### src/rtl/bf16_to_fixed_converter.sv
// Two-stage pipelined bf16 -> signed fixed-point converter with a saturation event counter.
// Define BF16_FIX_RNE_EN to round to nearest-even instead of truncating toward zero.
module bf16_to_fixed_converter #(
  parameter int OUT_W     = 16,
  parameter int FRAC_BITS = 0
) (
  input  logic             clk,
  input  logic             rst,
  input  logic             in_valid,
  output logic             in_ready,
  input  logic [15:0]      in_data,
  output logic             out_valid,
  input  logic             out_ready,
  output logic [OUT_W-1:0] out_data,
  output logic             out_sat,
  input  logic             clr_count,
  output logic [15:0]      sat_count
);

  // Wide enough to hold mant << OUT_W; larger shifts are clamped to all-ones.
  localparam int MAG_W  = OUT_W + 9;
  localparam int K_BIAS = 127 + 7 - FRAC_BITS;

  localparam logic [MAG_W-1:0] LIM     = MAG_W'(1) << (OUT_W - 1);
  localparam logic [MAG_W-1:0] LIM_M1  = LIM - MAG_W'(1);
  localparam logic [OUT_W-1:0] MAX_POS = {1'b0, {(OUT_W-1){1'b1}}};
  localparam logic [OUT_W-1:0] MAX_NEG = {1'b1, {(OUT_W-1){1'b0}}};

  typedef enum logic [1:0] {CLS_ZERO, CLS_NORM, CLS_INF, CLS_NAN} cls_t;

  logic             s1_valid;
  cls_t             s1_cls;
  logic             s1_sign;
  logic [MAG_W-1:0] s1_mag;

  logic             s2_free;
  logic             in_fire;
  logic             out_fire;

  logic [7:0]       u_exp;
  logic [6:0]       u_frac;
  logic [7:0]       u_mant;
  int               u_k;
  int               u_nk;
  cls_t             u_cls;
  logic [MAG_W-1:0] u_mag;

  logic [MAG_W-1:0] r_mag;
  logic [OUT_W-1:0] nx_data;
  logic             nx_sat;

`ifdef BF16_FIX_RNE_EN
  logic             s1_guard;
  logic             s1_sticky;
  logic             u_guard;
  logic             u_sticky;
  logic [15:0]      u_ext;
`endif

  assign s2_free  = !out_valid || out_ready;
  assign in_ready = !s1_valid || s2_free;
  assign in_fire  = in_valid && in_ready;
  assign out_fire = out_valid && out_ready;

  // Stage 1: unpack, classify and align the magnitude.
  always_comb begin
    u_exp  = in_data[14:7];
    u_frac = in_data[6:0];
    u_mant = {1'b1, u_frac};
    u_k    = int'(u_exp) - K_BIAS;
    u_nk   = -u_k;
    u_mag  = '0;
`ifdef BF16_FIX_RNE_EN
    u_guard  = 1'b0;
    u_sticky = 1'b0;
    u_ext    = '0;
`endif
    if (u_exp == 8'h00)
      u_cls = CLS_ZERO;
    else if (u_exp == 8'hFF)
      u_cls = (u_frac == 7'd0) ? CLS_INF : CLS_NAN;
    else
      u_cls = CLS_NORM;

    if (u_k > OUT_W)
      u_mag = '1;
    else if (u_k >= 0)
      u_mag = MAG_W'(u_mant) << u_k[5:0];
    else if (u_nk <= 8) begin
`ifdef BF16_FIX_RNE_EN
      u_ext    = {u_mant, 8'h00} >> u_nk[3:0];
      u_mag    = MAG_W'(u_ext[15:8]);
      u_guard  = u_ext[7];
      u_sticky = |u_ext[6:0];
`else
      u_mag = MAG_W'(u_mant >> u_nk[3:0]);
`endif
    end
  end

  always_ff @(posedge clk or posedge rst) begin
    if (rst) begin
      s1_valid  <= 1'b0;
      s1_cls    <= CLS_ZERO;
      s1_sign   <= 1'b0;
      s1_mag    <= '0;
`ifdef BF16_FIX_RNE_EN
      s1_guard  <= 1'b0;
      s1_sticky <= 1'b0;
`endif
    end else if (in_fire) begin
      s1_valid  <= 1'b1;
      s1_cls    <= u_cls;
      s1_sign   <= in_data[15];
      s1_mag    <= u_mag;
`ifdef BF16_FIX_RNE_EN
      s1_guard  <= u_guard;
      s1_sticky <= u_sticky;
`endif
    end else if (s2_free) begin
      s1_valid <= 1'b0;
    end
  end

  // Stage 2: round the magnitude, then saturate and apply the sign.
  always_comb begin
`ifdef BF16_FIX_RNE_EN
    r_mag = s1_mag + MAG_W'(s1_guard & (s1_sticky | s1_mag[0]));
`else
    r_mag = s1_mag;
`endif
    nx_data = '0;
    nx_sat  = 1'b0;
    case (s1_cls)
      CLS_INF: begin
        nx_sat  = 1'b1;
        nx_data = s1_sign ? MAX_NEG : MAX_POS;
      end
      CLS_NAN: nx_sat = 1'b1;
      CLS_NORM: begin
        if (!s1_sign) begin
          if (r_mag > LIM_M1) begin
            nx_sat  = 1'b1;
            nx_data = MAX_POS;
          end else begin
            nx_data = r_mag[OUT_W-1:0];
          end
        end else if (r_mag > LIM) begin
          nx_sat  = 1'b1;
          nx_data = MAX_NEG;
        end else begin
          nx_data = -r_mag[OUT_W-1:0];
        end
      end
      default: ;
    endcase
  end

  always_ff @(posedge clk or posedge rst) begin
    if (rst) begin
      out_valid <= 1'b0;
      out_data  <= '0;
      out_sat   <= 1'b0;
    end else if (s2_free) begin
      out_valid <= s1_valid;
      if (s1_valid) begin
        out_data <= nx_data;
        out_sat  <= nx_sat;
      end
    end
  end

  // A clear coinciding with a counted transfer leaves that transfer counted.
  always_ff @(posedge clk or posedge rst) begin
    if (rst)
      sat_count <= '0;
    else if (clr_count)
      sat_count <= (out_fire && out_sat) ? 16'd1 : 16'd0;
    else if (out_fire && out_sat && sat_count != 16'hFFFF)
      sat_count <= sat_count + 16'd1;
  end

endmodule

### config.mk
export PLATFORM = sky130hd
export DESIGN_NAME = bf16_to_fixed_converter
export DESIGN_NICKNAME = d
export VERILOG_FILES = /design/src/rtl/bf16_to_fixed_converter.sv
export SDC_FILE = /design/constraint.sdc
export NUM_CORES = 1
export LEC_CHECK = 0
export ABC_CLOCK_PERIOD_IN_PS = 6000
export CELL_PAD_IN_SITES_DETAIL_PLACEMENT = 1
export CELL_PAD_IN_SITES_GLOBAL_PLACEMENT = 2
export CORE_MARGIN = 2
export CORE_UTILIZATION = 37
export CTS_CLUSTER_SIZE = 28
export DETAILED_ROUTE_END_ITERATION = 12
export GPL_ROUTABILITY_DRIVEN = 0
export PLACE_DENSITY_LB_ADDON = 0.12
export SETUP_SLACK_MARGIN = 0.05
export SLEW_MARGIN = 40
export SYNTH_ARGS = -nofsm -noshare
export SYNTH_HDL_FRONTEND = slang
export SYNTH_SLANG_ARGS = --single-unit
export TNS_END_PERCENT = 100
### constraint.sdc
create_clock -name clk -period 6 [get_ports clk]
set_input_delay 0.9 -clock clk [delete_from_list [all_inputs] [get_ports clk]]
set_output_delay 0.9 -clock clk [all_outputs]
set_load 0.02 [all_outputs]
==> results.cfg <==
[final_layout]
area_growth_pct = 21.2
area.sequential_um2 = 1580
n_diodes = 0
layout.nets = 642
multiInputGateArea_um2 = 2960
final_layout_size_suffix_gt1_frac = 0.0730
n_fill_cell = 1501
final_util = 0.456

[global_routing]
antenna_found_initial = 0
grt_start_max_net_pins = 64
grt_util_all_layers = 0.214
wire_length_of_the_first_global_routing_pass_um = 23100
first_global_vias = 4478
grt-ovfl-total = 0

[worst_setup_path]
critPathLaunchType = input pin
critical_path_required_ns = 6.25
r2r.worst_path.cells = 9
timing.critical_path.arrival_ns = 5.10
worstSetupPathType = input pin to flop
critPathCaptureType = flop
worst_path_maximum_fanout = 14

[power]
total_leakage_power_uw = 0.00229
ir_worst_vdd_v = 0.000116
pd_cells_nw_per_um2 = 266
total_power_uw = 1520

[synthesis]
synth.distinct_cells = 71
syn_nets = 604
synth_enable_flop_cells = 0
post_synth_inst_count = 560
synth_largest_type_area_fraction = 0.333
synth.top_cells.by_area = dfrtp_1 (33%), ha_1 (6.1%), o21ai_0 (5.2%)
async_flop_share = 1.00
synth_seq_cells = 63
synth_area_um2 = 4730
synthFlopType = dfrtp_1
ys_warn_count = 0
synth.yosys.seq_area_share = 0.333
mean_instance_size_in_the_synthesized_netlist_um2 = 8.45
post-synth-top-area-cell = dfrtp_1

[clock_tree]
post_cts_hold_buffer_count = 0
ctsRootBufferMaster = clkbuf_16
clockBufferDepth = 2
tritoncts = built
numCtsBuffers = 9
tritoncts_num_sinks = 63
insertion_delay_ns = 0.34
cts.clk_slew.worst_paths_ns = 0.06
postCtsResizedCells = 0
htreeDepth = 3
cts_setup_buffers = 0

[routing]
post_drt_via_cell_ratio = 5.68
antenna_left = 0
route.detailed.drc = 0
drt_pass1_iterations = 4
routedWlPerCell_um = 17.8
drt_wl_total_um = 13800
vias = 4403
drtIter0Drc = 219

[timing]
post_route_minimum_period_ns = 4.85
min_period_over_period = 0.808
setup_ws_ns = 1.15
fin_setup_tns_ns = 0
setup-violations-final = 0
slew_viols_final = 0
finalHoldWorstSlack_ns = 0.480
slew-limit-headroom = 0.460
grt_setup_unrepaired = false
tightest_slew_ns = 0.803
clock_skew_ns = 0.00878
maxClockFrequency_mhz = 206
final_hold_viols = 0

[run_status]
outcome = complete, no violations

[job]
max_cap_viols = 0

[place]
placement.setup.worst_slack_ns = 0.861
detailed_place_hpwl_um = 10200
io_buffer_count = 55

[floorplanning]
std_cell_rows = 41
io-pin-count = 56
die_area_um2 = 13700
placeableCoreArea_um2 = 12600
floorplan.initialDensity = 0.376
die_w_um = 117
die_height_um = 117

[hold_path]
hold_path_depth = 1
class_of_the_tightest_hold_or_removal_check = flop to flop
[metrics by stage]
| stage | area, um2 | cells |
|---|---|---|
| after floorplan | 4730 | 560 |
| after global placement | 5390 | 759 |
| after detailed placement | 5390 | 759 |
| after CTS | 5710 | 775 |
| after global routing | 5730 | 775 |
| final | 5730 | 775 |
[layout by cell type (no fill, tap or decap), types with 4 or more instances in the layout]
master,Yosys,routed
o31ai_1,6,6
o21ai_0,49,49
nand2b_1,8,8
a22o_1,8,8
xor2_1,12,12
buf_4,0,4
clkbuf_16,0,9
and3_1,9,9
nand2_1,53,52
xnor2_1,9,7
dfrtp_1,63,63
mux2i_1,13,13
o22ai_1,9,9
nor2b_1,5,5
a211o_1,5,5
nor2_1,49,49
a211oi_1,5,5
or3_1,5,5
nand3_1,20,20
a31oi_1,9,9
and2_1,4,4
a21oi_1,45,45
ha_1,23,23
nand4_1,11,11
inv_1,14,13
clkdlybuf4s50_1,0,55
nor3_1,12,12
nor4_1,10,10
mux4_2,5,5
nand4b_1,6,6
[cell type report]
| type | count | share of cell area |
|---|---|---|
| Clock buffer | 11 | 0.0423 |
| Clock inverter | 5 | 0.0142 |
| Inverter | 16 | 0.0105 |
| Multi-Input combinational cell | 448 | 0.517 |
| Sequential cell | 63 | 0.275 |
| Tap cell | 172 | 0.0375 |
| Timing Repair Buffer | 60 | 0.103 |
[sequential cells by signal, indices dropped and copies added, names as in the netlist]
register and count:
out_valid 1, s1_valid 1, out_data 16, s1_cls 2
out_sat 1, s1_sign 1, r_mag 25, sat_count 16
[cells in the mapped netlist (all sizes together), types with 6 or more instances]
library cell and n:
nor2 49, a22o 8, xnor2 9, o31ai 6, inv 15, clkbuf 20
nand4 11, a31oi 9, dfrtp 63, or3 6, mux2i 13, xor2 13
nand2b 8, nor3 12, nand2 53, and3 9, o21ai 51, ha 23
nand3 20, nand4b 6, buf 12, a21oi 45, nor4 10, o22ai 9
[path summary, 6_finish.rpt]
check	slack, ns	from	end
max in group asynchronous	4.56	rst	r_mag[18]
max reg2reg	2.93	r_mag[0]	out_data[13]
min	0.48	out_data[10]	out_data[10]
min reg2reg	0.48	out_data[10]	out_data[10]
max	1.15	in_data[9]	r_mag[4]
min in group asynchronous	1.03	rst	out_data[10]
[metal layers]
metal	GRT usage	up-vias	part of all wire
li1	-	2158	-
met1	0.300	2174	0.49
met2	0.345	58	0.47
met3	0.0345	13	0.026
met4	0.0533	0	0.011
met5	0	-	0
[where the power goes]
part | leakage (uW) | total, uW | switching, uW | internal [uW]
registers | 0.000807 | 549 | 67.0 | 482
clock network | 0.000156 | 570 | 195 | 375
logic | 0.00133 | 404 | 234 | 170
[worst max-delay path, stage by stage]
cell and delay [ns]:
clkdlybuf4s50_1 0.66, ha_1 0.60, nor2b_1 0.31, a31o_2 0.19, a21oi_1 0.19, a211o_1 0.29, ha_1 0.28, nand4_1 0.10
nor4_1 0.23, nand4_1 0.12, nor4_1 0.25, a41oi_2 0.29, nor4b_1 0.46, a2bb2oi_1 0.22
[logic make-up after synthesis]
family / Yosys count / synth area share
adder cells (fa/ha/maj): 23 / 0.0608
flip-flops: 63 / 0.333
multiplexers: 20 / 0.0561
AND/OR/NAND/NOR: 208 / 0.228
XOR/XNOR: 22 / 0.0423
AO/OA/AOI/OAI: 175 / 0.236
buffers and inverters: 49 / 0.0436
No activity file was read; power rests on OpenSTA's default activity.
